[config.mk]
export PLATFORM = sky130hd
export DESIGN_NAME = avfcl_acc_reader
export DESIGN_NICKNAME = d
export VERILOG_FILES = /design/src/rtl/avfcl_acc_reader.sv
export SDC_FILE = /design/constraint.sdc
export NUM_CORES = 1
export LEC_CHECK = 0
export ABC_AREA = 1
export BUFFER_PORTS_ARGS = -buffer_cell sky130_fd_sc_hd__buf_4
export CAP_MARGIN = 30
export CORE_MARGIN = 8
export CORE_UTILIZATION = 55
export CTS_BUF_LIST = sky130_fd_sc_hd__clkbuf_4 sky130_fd_sc_hd__clkbuf_8 sky130_fd_sc_hd__clkbuf_16
export DETAILED_ROUTE_END_ITERATION = 10
export GPL_TIMING_DRIVEN = 1
export PLACE_DENSITY = 0.81
export SLEW_MARGIN = 0
export SYNTH_ARGS = -nofsm -noshare
export SYNTH_HDL_FRONTEND = slang
export SYNTH_SLANG_ARGS = --single-unit
[constraint.sdc]
create_clock -name clk -period 13.8 [get_ports clk]
set_input_delay 0.69 -clock clk [delete_from_list [all_inputs] [get_ports clk]]
set_output_delay 0.69 -clock clk [all_outputs]
set_load 0.02 [all_outputs]
[src/rtl/avfcl_acc_reader.sv]
// avfcl_acc_reader
// Snapshots the AVF cross-layer accumulators on each epoch tick, pulses a clear
// back to them, then streams the snapshot out one word per accumulator over a
// valid/ready interface with even parity attached to every word.

module avfcl_acc_reader #(
    parameter int ACC_W   = 25,
    parameter int NUM_ACC = 6,
    parameter int EPOCH_W = 16
) (
    input  logic                     clk,
    input  logic                     reset,
    input  logic                     epoch_tick,
    input  logic [NUM_ACC*ACC_W-1:0] acc_in,
    output logic                     acc_clear,
    output logic                     out_valid,
    input  logic                     out_ready,
    output logic [ACC_W-1:0]         out_data,
    output logic [2:0]               out_idx,
    output logic                     out_parity,
    output logic                     out_last,
    output logic [EPOCH_W-1:0]       epoch_cnt,
    output logic                     overrun
);

    typedef enum logic {
        IDLE,
        SEND
    } state_t;

    localparam logic [2:0] LAST_IDX = 3'(NUM_ACC - 1);

    state_t           state;
    state_t           next_state;
    logic [2:0]       idx;
    logic [2:0]       next_idx;
    logic [ACC_W-1:0] snap [NUM_ACC];
    logic             handshake;
    logic             final_hs;
    logic             take_snap;
    logic             drop_tick;
    logic             epoch_done;

    // A word is consumed when the consumer is ready while we are presenting one;
    // the final handshake is the one that completes the epoch.
    assign handshake = (state == SEND) && out_ready;
    assign final_hs  = handshake && (idx == LAST_IDX);

    // State and word index register; reset aborts any drain in progress.
    always_ff @(posedge clk) begin
        if (reset) begin
            state <= IDLE;
            idx   <= 3'd0;
        end else begin
            state <= next_state;
            idx   <= next_idx;
        end
    end

    // Next-state logic: accept ticks in IDLE or on the final handshake, drop
    // (and flag) ticks that arrive while words are still pending.
    always_comb begin
        next_state = state;
        next_idx   = idx;
        take_snap  = 1'b0;
        drop_tick  = 1'b0;
        epoch_done = 1'b0;
        case (state)
            IDLE: begin
                if (epoch_tick) begin
                    take_snap  = 1'b1;
                    next_state = SEND;
                    next_idx   = 3'd0;
                end
            end
            SEND: begin
                if (handshake) begin
                    if (idx == LAST_IDX) begin
                        epoch_done = 1'b1;
                        next_idx   = 3'd0;
                        if (epoch_tick) begin
                            take_snap  = 1'b1;
                            next_state = SEND;
                        end else begin
                            next_state = IDLE;
                        end
                    end else begin
                        next_idx = idx + 3'd1;
                    end
                end
                if (epoch_tick && !final_hs) begin
                    drop_tick = 1'b1;
                end
            end
            default: begin
                next_state = IDLE;
                next_idx   = 3'd0;
            end
        endcase
    end

    // Snapshot bank: a raw copy of every accumulator slice taken on an accepted tick.
    always_ff @(posedge clk) begin
        if (reset) begin
            for (int i = 0; i < NUM_ACC; i++) begin
                snap[i] <= '0;
            end
        end else if (take_snap) begin
            for (int i = 0; i < NUM_ACC; i++) begin
                snap[i] <= acc_in[i*ACC_W +: ACC_W];
            end
        end
    end

    // Clear pulse follows an accepted tick by one cycle so the accumulators
    // zero themselves right after their values were captured.
    always_ff @(posedge clk) begin
        if (reset) begin
            acc_clear <= 1'b0;
        end else begin
            acc_clear <= take_snap;
        end
    end

    // Completed-epoch counter; wraps silently.
    always_ff @(posedge clk) begin
        if (reset) begin
            epoch_cnt <= '0;
        end else if (epoch_done) begin
            epoch_cnt <= epoch_cnt + EPOCH_W'(1);
        end
    end

    // Sticky overrun flag; only reset clears it.
    always_ff @(posedge clk) begin
        if (reset) begin
            overrun <= 1'b0;
        end else if (drop_tick) begin
            overrun <= 1'b1;
        end
    end

    // Output word is a direct view of the snapshot at the current index, so it
    // stays stable for as long as the index is held under backpressure.
    always_comb begin
        out_valid  = (state == SEND);
        out_idx    = idx;
        out_data   = out_valid ? snap[idx] : '0;
        out_parity = ^out_data;
        out_last   = out_valid && (idx == LAST_IDX);
    end

endmodule

## Yosys cells after proc, flatten, opt, wreduce, memory -nomap -nowiden

Memory sizes are Yosys's and may differ from the RTL's. A register that Yosys moved wholly into a read port is not among the register bits.
Index checks and enable logic that the tools add are counted.

| word-level totals | value |
|---|---|
| memories | 1 |
| bits in writable memories | 150 |
| register bits after elaboration | 22 |
| word-level logic and storage cells | 55 |
| output and inout port bits | 49 |

Memories:

| name | words | bits a word | read ports | clocked after memory_dff | wr ports | RTL line | source |
|---|---|---|---|---|---|---|---|
| snap | 6 | 25 | 1 | 1 | 6 | 37 | `logic [ACC_W-1:0] snap [NUM_ACC];` |

| operators by class | value |
|---|---|
| mux-type cells | 30 |
| bitwise operators | 7 |
| equal/unequal tests | 3 |
| reductions and logical operators | 7 |
| add/subtract/negate cells | 2 |

Operator list:

| cell | count |
|---|---|
| 25-bit two-way mux | 7 |
| 25-bit parity | 1 |
| 16-bit by 1-bit adder with 16-bit output, second input constant | 1 |
| 1-bit two-way mux | 15 |
| 3-bit two-way mux | 5 |
| 1-bit bitwise OR | 6 |
| 3-bit case mux with 2 select lines | 1 |
| 1-bit logical AND | 4 |
| 1-bit case mux with 2 select lines | 2 |
| 3-bit by 1-bit adder with 3-bit output, second input constant | 1 |
| 3-bit equality test, second input constant | 1 |
| 2-bit by 1-bit != test with 1-bit output, second input constant | 1 |
| 2-bit != test, second input constant | 1 |
| 2-bit AND reduction | 1 |
| 1-bit zero test | 1 |
| 1-bit NOT | 1 |

## Longest topological paths before layout

| logic depth | value |
|---|---|
| word-level depth | 8 |
| depth in mapped cells | 19 |

## Worst setup path before layout

No wires, ideal clock.

| path | value |
|---|---|
| path type | input-to-reg |
| start point | input reset |
| end point | memory snap[0][0] (enable) |
| stages on the path | 4 |
| arrival time | 3,730 ps |
| path buffers | 2 |
| library setup time | 1,256 ps |
| path slack | 8,814 ps |
| cell sequence | clkbuf_1 > inv_1 > clkbuf_1 > nand2_1 |

RTL lines:

| item | RTL line | source |
|---|---|---|
| start, declared | 12 | `input logic reset,` |
| end, declared | 37 |  |

==> results.sh <==
export IMPL_status="finished, final reports clean"
export IMPL_grt_pass1_vias=7609
export IMPL_cts_buffers=17
export IMPL_maxSlewHeadroom_pct=33.6
export IMPL_place_hpwl_um=17000
export IMPL_ys_flop_type="edfxtp_1"
export IMPL_reg2reg_to="snap[2][4]"
export IMPL_p_seq_share_pct=49.1
export IMPL_viasPerCell=4.99
export IMPL_grt_pass1_wl_um=37800
export IMPL_peakVddDrop_mv=0.0858
export IMPL_drv_slew=0
export IMPL_critPathKind="register to output port"
export IMPL_cpMaxStageDelayCell="dfxtp_4"
export IMPL_fin_tns_setup_ns=0
export IMPL_yosysSeqAreaShare_pct=54.5
export IMPL_netlist_area_um2=9190
export IMPL_cts_sinks=175
export IMPL_die_x_um=145
export IMPL_finalSetupViolations=0
export IMPL_post_cts_buffers=0
export IMPL_worstReg2RegStart="out_idx[0]"
export IMPL_antenna_found_initial=0
export IMPL_cts_hold_buffers=0
export IMPL_hold_class="register to register"
export IMPL_final_fill_count=1304
export IMPL_arrival_ns=3.38
export IMPL_path_max_fanout=101
export IMPL_via_count=7862
export IMPL_clkTransAtPathRegs_ns=0.07
export IMPL_io_buffers=202
export IMPL_power_density_nw_per_um2=112
export IMPL_holdPathStages=1
export IMPL_p_leak_nw=5.80
export IMPL_core_um2=16500
export IMPL_netSwitchingPower_mw=0.324
export IMPL_rr_worst_depth=8
export IMPL_synthCells=1167
export IMPL_pre_cts_ws_ns=9.82
export IMPL_timing_fmax_ghz=0.246
export IMPL_hp_start="epoch_cnt[15]"
export IMPL_wl_um=23800
export IMPL_clockRootBuffer="clkbuf_16"
export IMPL_setup_ws_ns=9.73
export IMPL_p_int_mw=0.953
export IMPL_die_area_um2=21100
export IMPL_cts_resized=0
export IMPL_syn_mean_instance_area_um2=7.88
export IMPL_most_common_layout_cells="nand2_1, inv_1, buf_4"
export IMPL_synth_fp_nets=1322
export IMPL_final_common_cell="nand2_1"
export IMPL_r2r_setup_slack_ns=10.99
export IMPL_path_common_cell="nand2_1"
export IMPL_initialDrtViolationCount=644
export IMPL_die_height_um=145
export IMPL_p_sw_share_pct=25.4
export IMPL_ioPinCount=203
export IMPL_hold_viol=0
export IMPL_ant_nets=0
export IMPL_overflow=0
export IMPL_ctsHtreeMaxLevel=4
export IMPL_ys_warn_count=0
export IMPL_hold_ws_ns=0.470
export IMPL_synth_edf_count=150
export IMPL_grtUsageTotal_pct=22.4
export IMPL_cp_num_buf_inv=3
export IMPL_num_antenna_cells=0
export IMPL_pwr_share_comb_pct=13.4
export IMPL_ys_async_sr_fraction_pct=0
export IMPL_crit_required_ns=13.11
export IMPL_multiInputGateArea_um2=3060
export IMPL_worstSetupEndpointType="output port"
export IMPL_floorplan_initialDensity_pct=55.8
export IMPL_maxCapViolCount=0
export IMPL_cpLargestDelayFamily="simple AND/OR/NAND/NOR gates"
export IMPL_syn2layout_area_growth_pct=24.2
export IMPL_skew_ns=0.00944
export IMPL_postLayoutCoreUtil_pct=69.3
export IMPL_fin_crit_ns=4.07
export IMPL_cp_slowest_stage_delay_ns=0.99
export IMPL_final_layout_size_suffix_gt1_share_pct=19.7
export IMPL_nNetsFinal=1499
export IMPL_synth_seq_cells=175
export IMPL_tritoncts="done"
export IMPL_num_rows=47
export IMPL_drc_errors=0
export IMPL_gp_congestion=0.895
export IMPL_post_route_period_util_pct=29.5
export IMPL_p_clk_share_pct=37.5
export IMPL_min_to="epoch_cnt[15]"
export IMPL_seqCellArea_um2=5010
export IMPL_ys_types=35
export IMPL_grt_max_degree=111
export IMPL_path_cells="inv_2, buf_12, nand2_1, nand3_1, nand2_1, nand2_1, nand3_1, nor2_1, nor2_1, nand2_1, nand2_1, nand2_1, nand2_1, nand2_1, nand2_1, nand2_1, nand2_1, buf_4"
export IMPL_worst_slew_pin_slew_ns=0.996
export IMPL_max_clock_path_buffers=2
export IMPL_worst_setup_path_start_kind="register"
export IMPL_grt_setup_unrepaired="false"
export IMPL_clk_latency_ns=0.43
export IMPL_dr_pass1_iters=5
export IMPL_avgRoutedWirePerCell_um=15.1
cell families (layout without fill, tap and decap cells):
group / count (synthesis) / in the layout / synth area share [%]
AND/OR/NAND/NOR: 635 / 635 / 28.0
buffers and inverters: 276 / 466 / 12.4
flip-flops: 175 / 175 / 54.5
AO/OA/AOI/OAI: 79 / 79 / 4.97
adder cells (fa/ha/maj): 1 / 1 / 0.136
XOR/XNOR: 1 / 1 / 0.0953
cell type report:
type | instances | area share (%)
sequential | 175 | 43.9
clock inverter | 14 | 1.36
multi-input combinational | 716 | 26.8
clock buffer | 18 | 3.79
timing repair buffer | 210 | 14.3
tap | 220 | 2.41
inverter | 224 | 7.41
metrics by stage:
stage	total power [mW]	instances	instance area, µm²
global placement	0.801	1541	10700
finish	1.28	1577	11400
CTS	1.28	1574	11300
floorplan	0.737	1167	9190
global route	1.33	1577	11400
detailed placement	0.806	1542	10700
synthesized netlist by cell type, types with 6 or more instances:
cell / instances / share of area [%]
a21oi_1: 24 / 1.3
buf_2: 24 / 1.3
buf_6: 7 / 0.86
clkbuf_1: 13 / 0.53
dfxtp_1: 25 / 5.4
edfxtp_1: 150 / 49
inv_1: 213 / 8.7
inv_2: 9 / 0.37
nand2_1: 339 / 14
nand3_1: 96 / 5.2
nor2_1: 183 / 7.5
o211ai_1: 15 / 1.2
o21ai_0: 24 / 1.3
o21ai_1: 6 / 0.33
metal layers:
layer  GRT usage, %  vias to the layer above  wire, µm
met3           4.73                       58      1330
li1               -                     3982         -
met5              0                        -         0
met4           9.63                        0       865
met2           39.9                      293     12300
met1           25.4                     3529      9250
power groups by stage:
| stage | Sequential [mW] | Clock, mW | Combinational [mW] |
|---|---|---|---|
| after floorplan | 0.635 | 0 | 0.103 |
| after global placement | 0.638 | 0 | 0.163 |
| after detailed placement | 0.639 | 0 | 0.167 |
| after CTS | 0.628 | 0.485 | 0.168 |
| after global routing | 0.630 | 0.506 | 0.191 |
| final | 0.627 | 0.479 | 0.171 |
worst max path at each step:
stage / start / to / slack, ns / cells after the start
after floorplan: reset / snap[0][0] / 8.81 / 4
final: register / out_parity / 9.73 / 18
after CTS: register / out_parity / 9.32 / 17
after detailed placement: register / out_parity / 9.82 / 18
after global routing: register / out_parity / 9.44 / 20
after global placement: register / out_parity / 9.89 / 18
state kept, by name, summed over array words and instances (netlist names), named ones only:
name,flops
acc_clear,1
epoch_cnt,16
out_idx,3
out_valid,1
overrun,1
snap,150
Power figures use the tool's default switching activity.
